$ cat src/rtl/vga_timing_gen.sv
`timescale 1ns/1ps
// VGA raster timing: h/v counters with programmable porches, sync widths and polarity, plus decoded markers.
// Latency: decoded outputs are combinational from the counter registers, so they change on the same edge as the counters.
// Backpressure: none; pix_en low freezes all state and outputs, and restart returns to the origin on the next edge.
module vga_timing_gen #(
    parameter int unsigned H_ACTIVE = 640,
    parameter int unsigned H_FP     = 16,
    parameter int unsigned H_SYNC   = 96,
    parameter int unsigned H_BP     = 48,
    parameter int unsigned V_ACTIVE = 480,
    parameter int unsigned V_FP     = 10,
    parameter int unsigned V_SYNC   = 2,
    parameter int unsigned V_BP     = 33,
    parameter bit          H_POL    = 1'b0,
    parameter bit          V_POL    = 1'b0,
    parameter int unsigned CNT_W    = 16
) (
    input  logic             clk_25MHz,
    input  logic             reset,
    input  logic             pix_en,
    input  logic             restart,
    output logic [CNT_W-1:0] h_count,
    output logic [CNT_W-1:0] v_count,
    output logic             hsync,
    output logic             vsync,
    output logic             video_on,
    output logic             line_start,
    output logic             frame_start,
    output logic             line_end
);

    localparam int unsigned H_TOTAL = H_ACTIVE + H_FP + H_SYNC + H_BP;
    localparam int unsigned V_TOTAL = V_ACTIVE + V_FP + V_SYNC + V_BP;

    if (H_ACTIVE == 0 || H_FP == 0 || H_SYNC == 0 || H_BP == 0 ||
        V_ACTIVE == 0 || V_FP == 0 || V_SYNC == 0 || V_BP == 0 || CNT_W == 0) begin : g_zero_width
        $error("vga_timing_gen: every width parameter must be non-zero");
    end

    if (64'(H_TOTAL) > (64'd1 << CNT_W) || 64'(V_TOTAL) > (64'd1 << CNT_W)) begin : g_cnt_too_narrow
        $error("vga_timing_gen: CNT_W too narrow for H_TOTAL/V_TOTAL");
    end

    // Every boundary is below the total, so these casts never drop set bits once the checks above hold.
    localparam logic [CNT_W-1:0] H_LAST   = CNT_W'(H_TOTAL - 1);
    localparam logic [CNT_W-1:0] V_LAST   = CNT_W'(V_TOTAL - 1);
    localparam logic [CNT_W-1:0] H_VIS    = CNT_W'(H_ACTIVE);
    localparam logic [CNT_W-1:0] V_VIS    = CNT_W'(V_ACTIVE);
    localparam logic [CNT_W-1:0] HS_BEG   = CNT_W'(H_ACTIVE + H_FP);
    localparam logic [CNT_W-1:0] HS_END   = CNT_W'(H_ACTIVE + H_FP + H_SYNC);
    localparam logic [CNT_W-1:0] VS_BEG   = CNT_W'(V_ACTIVE + V_FP);
    localparam logic [CNT_W-1:0] VS_END   = CNT_W'(V_ACTIVE + V_FP + V_SYNC);

    always_ff @(posedge clk_25MHz or posedge reset) begin
        if (reset) begin
            h_count <= '0;
            v_count <= '0;
        end else if (restart) begin
            h_count <= '0;
            v_count <= '0;
        end else if (pix_en) begin
            if (h_count == H_LAST) begin
                h_count <= '0;
                v_count <= (v_count == V_LAST) ? '0 : v_count + 1'b1;
            end else begin
                h_count <= h_count + 1'b1;
            end
        end
    end

    assign hsync       = (h_count >= HS_BEG && h_count < HS_END) ? H_POL : ~H_POL;
    assign vsync       = (v_count >= VS_BEG && v_count < VS_END) ? V_POL : ~V_POL;
    assign video_on    = (h_count < H_VIS) && (v_count < V_VIS);
    assign line_start  = (h_count == '0);
    assign frame_start = (h_count == '0) && (v_count == '0);
    assign line_end    = (h_count == H_LAST);

endmodule

$ cat config.mk
export PLATFORM = sky130hd
export DESIGN_NAME = vga_timing_gen
export DESIGN_NICKNAME = d
export VERILOG_FILES = /design/src/rtl/vga_timing_gen.sv
export SDC_FILE = /design/constraint.sdc
export NUM_CORES = 1
export LEC_CHECK = 0
export ABC_AREA = 1
export CAP_MARGIN = 20
export CELL_PAD_IN_SITES_DETAIL_PLACEMENT = 1
export CELL_PAD_IN_SITES_GLOBAL_PLACEMENT = 2
export CORE_MARGIN = 8
export CORE_UTILIZATION = 30
export DETAILED_ROUTE_END_ITERATION = 6
export HOLD_SLACK_MARGIN = 0.02
export PLACE_DENSITY_LB_ADDON = 0.1
export SLEW_MARGIN = 5
export SYNTH_ARGS = -nofsm -noshare
export SYNTH_HDL_FRONTEND = slang
export SYNTH_SLANG_ARGS = --single-unit
$ cat constraint.sdc
create_clock -name clk_25MHz -period 4.1 [get_ports clk_25MHz]
set_input_delay 0.82 -clock clk_25MHz [delete_from_list [all_inputs] [get_ports clk_25MHz]]
set_output_delay 0.82 -clock clk_25MHz [all_outputs]
set_load 0.03 [all_outputs]
==> impl_metrics.prom <==
# TYPE chip_impl_metric gauge
chip_impl_info{name="synth.largest_area_cell",value="dfrtp_1"} 1
chip_impl_info{name="clock_tree_from_tritoncts",value="done"} 1
chip_impl_metric{name="avgViaCountPerCell",unit=""} 4.73
chip_impl_metric{name="slew_headroom",unit=""} 0.520
chip_impl_metric{name="routed-via-count",unit=""} 2307
chip_impl_metric{name="post_synth_instance_area",unit="um^2"} 2260
chip_impl_info{name="hold_path.class",value="flop to flop"} 1
chip_impl_metric{name="clock_pin_transition_on_the_worst_setup_and_hold_timing_paths",unit="ps"} 70
chip_impl_metric{name="grt_max_degree",unit=""} 28
chip_impl_metric{name="max_clock_freq",unit="GHz"} 0.304
chip_impl_metric{name="area_delta_synth_final",unit="%"} 26.1
chip_impl_metric{name="filler_cell_count",unit=""} 980
chip_impl_metric{name="r2r_cells",unit=""} 8
chip_impl_metric{name="synth-seq-cells",unit=""} 32
chip_impl_info{name="root_buffer",value="clkbuf_8"} 1
chip_impl_metric{name="synthArstFlopShare",unit=""} 1.00
chip_impl_info{name="origin_of_the_worst_setup_path",value="v_count[13]"} 1
chip_impl_metric{name="finalHoldViolations",unit=""} 0
chip_impl_info{name="setup.worst_path.end",value="video_on"} 1
chip_impl_metric{name="post_cts_resized",unit=""} 0
chip_impl_info{name="timing.critical_path.to_type",value="output port"} 1
chip_impl_info{name="synth_top_flop_cell",value="dfrtp_1"} 1
chip_impl_metric{name="std_cell_rows",unit=""} 31
chip_impl_info{name="critical_path.startpoint_type",value="flop"} 1
chip_impl_metric{name="final.setup_skew",unit="ps"} 6.60
chip_impl_info{name="worst_r2r_startpoint",value="v_count[1]"} 1
chip_impl_metric{name="required",unit="ps"} 3280
chip_impl_metric{name="drv_slew",unit=""} 0
chip_impl_metric{name="area_taken_by_multi_input_logic_gates",unit="um^2"} 1240
chip_impl_metric{name="leakage",unit="uW"} 0.00126
chip_impl_metric{name="final_cell_area",unit="um^2"} 2850
chip_impl_metric{name="clk_path_buf_depth",unit=""} 2
chip_impl_metric{name="finish.net_count",unit=""} 397
chip_impl_metric{name="tightest_slew",unit="ps"} 720
chip_impl_metric{name="ant_nets",unit=""} 0
chip_impl_metric{name="antenna_violations_before_repair",unit=""} 0
chip_impl_metric{name="crit_path_max_fanout",unit=""} 6
chip_impl_metric{name="crit_arrival",unit="ps"} 2470
chip_impl_metric{name="vertical_die_dimension",unit="um"} 103
chip_impl_info{name="worst_hold_startpoint",value="v_count[15]"} 1
chip_impl_metric{name="grt_pass1_wl",unit="um"} 12600
chip_impl_metric{name="power.ir.vdd_worst",unit="uV"} 138
chip_impl_metric{name="num_antenna_cells",unit=""} 0
chip_impl_metric{name="final.setup.tns",unit="ps"} 0
chip_impl_metric{name="cts-htree-levels",unit=""} 2
chip_impl_metric{name="detail_route.first_pass.iterations",unit=""} 4
chip_impl_metric{name="initial_utilization",unit=""} 0.310
chip_impl_metric{name="portBuffers",unit=""} 41
chip_impl_info{name="outcome",value="complete, no violations"} 1
chip_impl_metric{name="synth.distinct_cells",unit=""} 24
chip_impl_metric{name="post_cts.repair.setup_buffers",unit=""} 0
chip_impl_metric{name="max_cap_violations",unit=""} 0
chip_impl_info{name="synth.top_cells.by_count",value="nand2_1, nor2_1, inv_1, dfrtp_1, nand3_1"} 1
chip_impl_metric{name="synth_edf_count",unit=""} 0
chip_impl_metric{name="postRouteWirelength",unit="um"} 7370
chip_impl_metric{name="yosys.area.top_type_share",unit=""} 0.354
chip_impl_metric{name="cts-hold-fix-buffers",unit=""} 0
chip_impl_metric{name="layout_min_cycle_time",unit="ps"} 3290
chip_impl_metric{name="setup_viol_count_final",unit=""} 0
chip_impl_metric{name="area_post_placement",unit="um^2"} 2760
chip_impl_metric{name="synth_seq_area_share",unit=""} 0.354
chip_impl_metric{name="drive_above_1_share",unit=""} 0.0643
chip_impl_metric{name="post_synthesis_net_count",unit=""} 353
chip_impl_metric{name="regArea",unit="um^2"} 801
chip_impl_metric{name="global_route.usage.total",unit=""} 0.152
chip_impl_metric{name="grt_pass1_vias",unit=""} 2479
chip_impl_metric{name="tritoncts.num_buffers",unit=""} 5
chip_impl_metric{name="cts_num_sinks",unit=""} 32
chip_impl_metric{name="overflow",unit=""} 0
chip_impl_metric{name="dp.final_hpwl",unit="um"} 5670
chip_impl_metric{name="postSynthCellCount",unit=""} 344
chip_impl_metric{name="final.period_utilization",unit=""} 0.802
chip_impl_metric{name="power.density_cell_area",unit="nW/um^2"} 244
chip_impl_metric{name="drt-wirelength-per-cell",unit="um"} 15.1
chip_impl_info{name="timing.setup.critical_path_class",value="flop to output port"} 1
chip_impl_metric{name="boundaryPins",unit=""} 42
chip_impl_info{name="yosysMostFrequentCell",value="nand2_1"} 1
chip_impl_metric{name="syn_area_per_cell",unit="um^2"} 6.57
chip_impl_metric{name="synthesis.yosys.warnings",unit=""} 0
chip_impl_info{name="rsz_0062_raised_after_global_routing",value="no"} 1
chip_impl_metric{name="clk_latency",unit="ps"} 290
chip_impl_metric{name="floorplan.die_area",unit="um^2"} 10600
chip_impl_metric{name="drt_iter0_drc",unit=""} 55
chip_impl_metric{name="gpl.final_weighted_congestion",unit=""} 0.780
chip_impl_info{name="synth.top_cells.by_area",value="dfrtp_1, nand2_1, nor2_1"} 1
chip_impl_metric{name="drc",unit=""} 0
chip_impl_metric{name="setup.reg_to_reg.worst_slack",unit="ps"} 2340
chip_impl_info{name="regToRegEndpoint",value="v_count[8]"} 1
chip_impl_metric{name="floorplan.core_area",unit="um^2"} 7290
chip_impl_metric{name="width_of_the_die",unit="um"} 103
[kinds of logic (layout without fill, tap and decap cells)]
logic type / count (synthesis) / in the layout / share of synthesized area
compound gates: 26 / 26 / 0.0642
flops: 32 / 32 / 0.354
fa+ha+maj: 5 / 5 / 0.0277
xor+xnor: 9 / 9 / 0.0349
simple gates: 219 / 219 / 0.421
buf+inv: 53 / 98 / 0.0975
[worst min-delay path by stage]
stage	to	depth (start not counted)
finish	v_count[15]	2
floorplan	v_count[15]	2
detailed placement	v_count[15]	2
global route	h_count[15]	2
CTS	v_count[15]	2
global placement	v_count[15]	2
[cells in the final DEF, fill, tap and decap left out, types with 7 or more instances in the layout]
cell             instances
nand2_1                 89
nor2_1                  60
inv_1                   46
clkdlybuf4s50_1         41
nand3_1                 32
dfrtp_1                 32
nor3_1                  13
nand4_1                 10
o21ai_1                 10
xor2_1                   9
nor2_2                   7
o21ai_0                  7
[state kept, by name (all words and copies together) (netlist names)]
| signal | count |
|---|---|
| h_count | 16 |
| v_count | 16 |
[critical path, stage by stage (launching register included)]
cell and delay, ps:
dfrtp_1 440, inv_1 100, nand2_1 50, nor2_1 220
nand2_1 100, nor2_1 240, nand4_1 120, nor3_1 200
clkdlybuf4s50_1 710
[through the flow]
stage / worst slack (ps) / cells / util / hold slack, ps / total power (uW)
after floorplan: 1480 / 344 / - / 680 / 407
after global placement: 1160 / 480 / 0.379 / 524 / 450
after detailed placement: 1100 / 480 / 0.379 / 541 / 451
after CTS: 783 / 488 / 0.391 / 559 / 713
after global routing: 595 / 488 / 0.391 / 612 / 735
final: 813 / 488 / 0.391 / 551 / 696
[metal layers]
| layer | up-vias | track usage | routed length [um] |
|---|---|---|---|
| li1 | 1169 | - | - |
| met1 | 1102 | 0.206 | 3830 |
| met2 | 30 | 0.237 | 3150 |
| met3 | 6 | 0.0385 | 320 |
| met4 | 0 | 0.0311 | 69 |
| met5 | - | 0 | 0 |
[power breakdown]
part           leakage (uW)  internal [uW]  total (uW)  switching [uW]
registers          0.000444            321         333            11.5
clock network     0.0000479            118         254             135
logic              0.000765           37.8         109            71.3
total               0.00126            478         696             218
[final cells by class]
type	instances	area share
Multi-Input combinational cell	259	0.435
Sequential cell	32	0.281
Timing Repair Buffer	42	0.147
Inverter	48	0.0632
Tap cell	99	0.0435
Clock buffer	5	0.0242
Clock inverter	3	0.00659
Power figures use the tool's default switching activity.
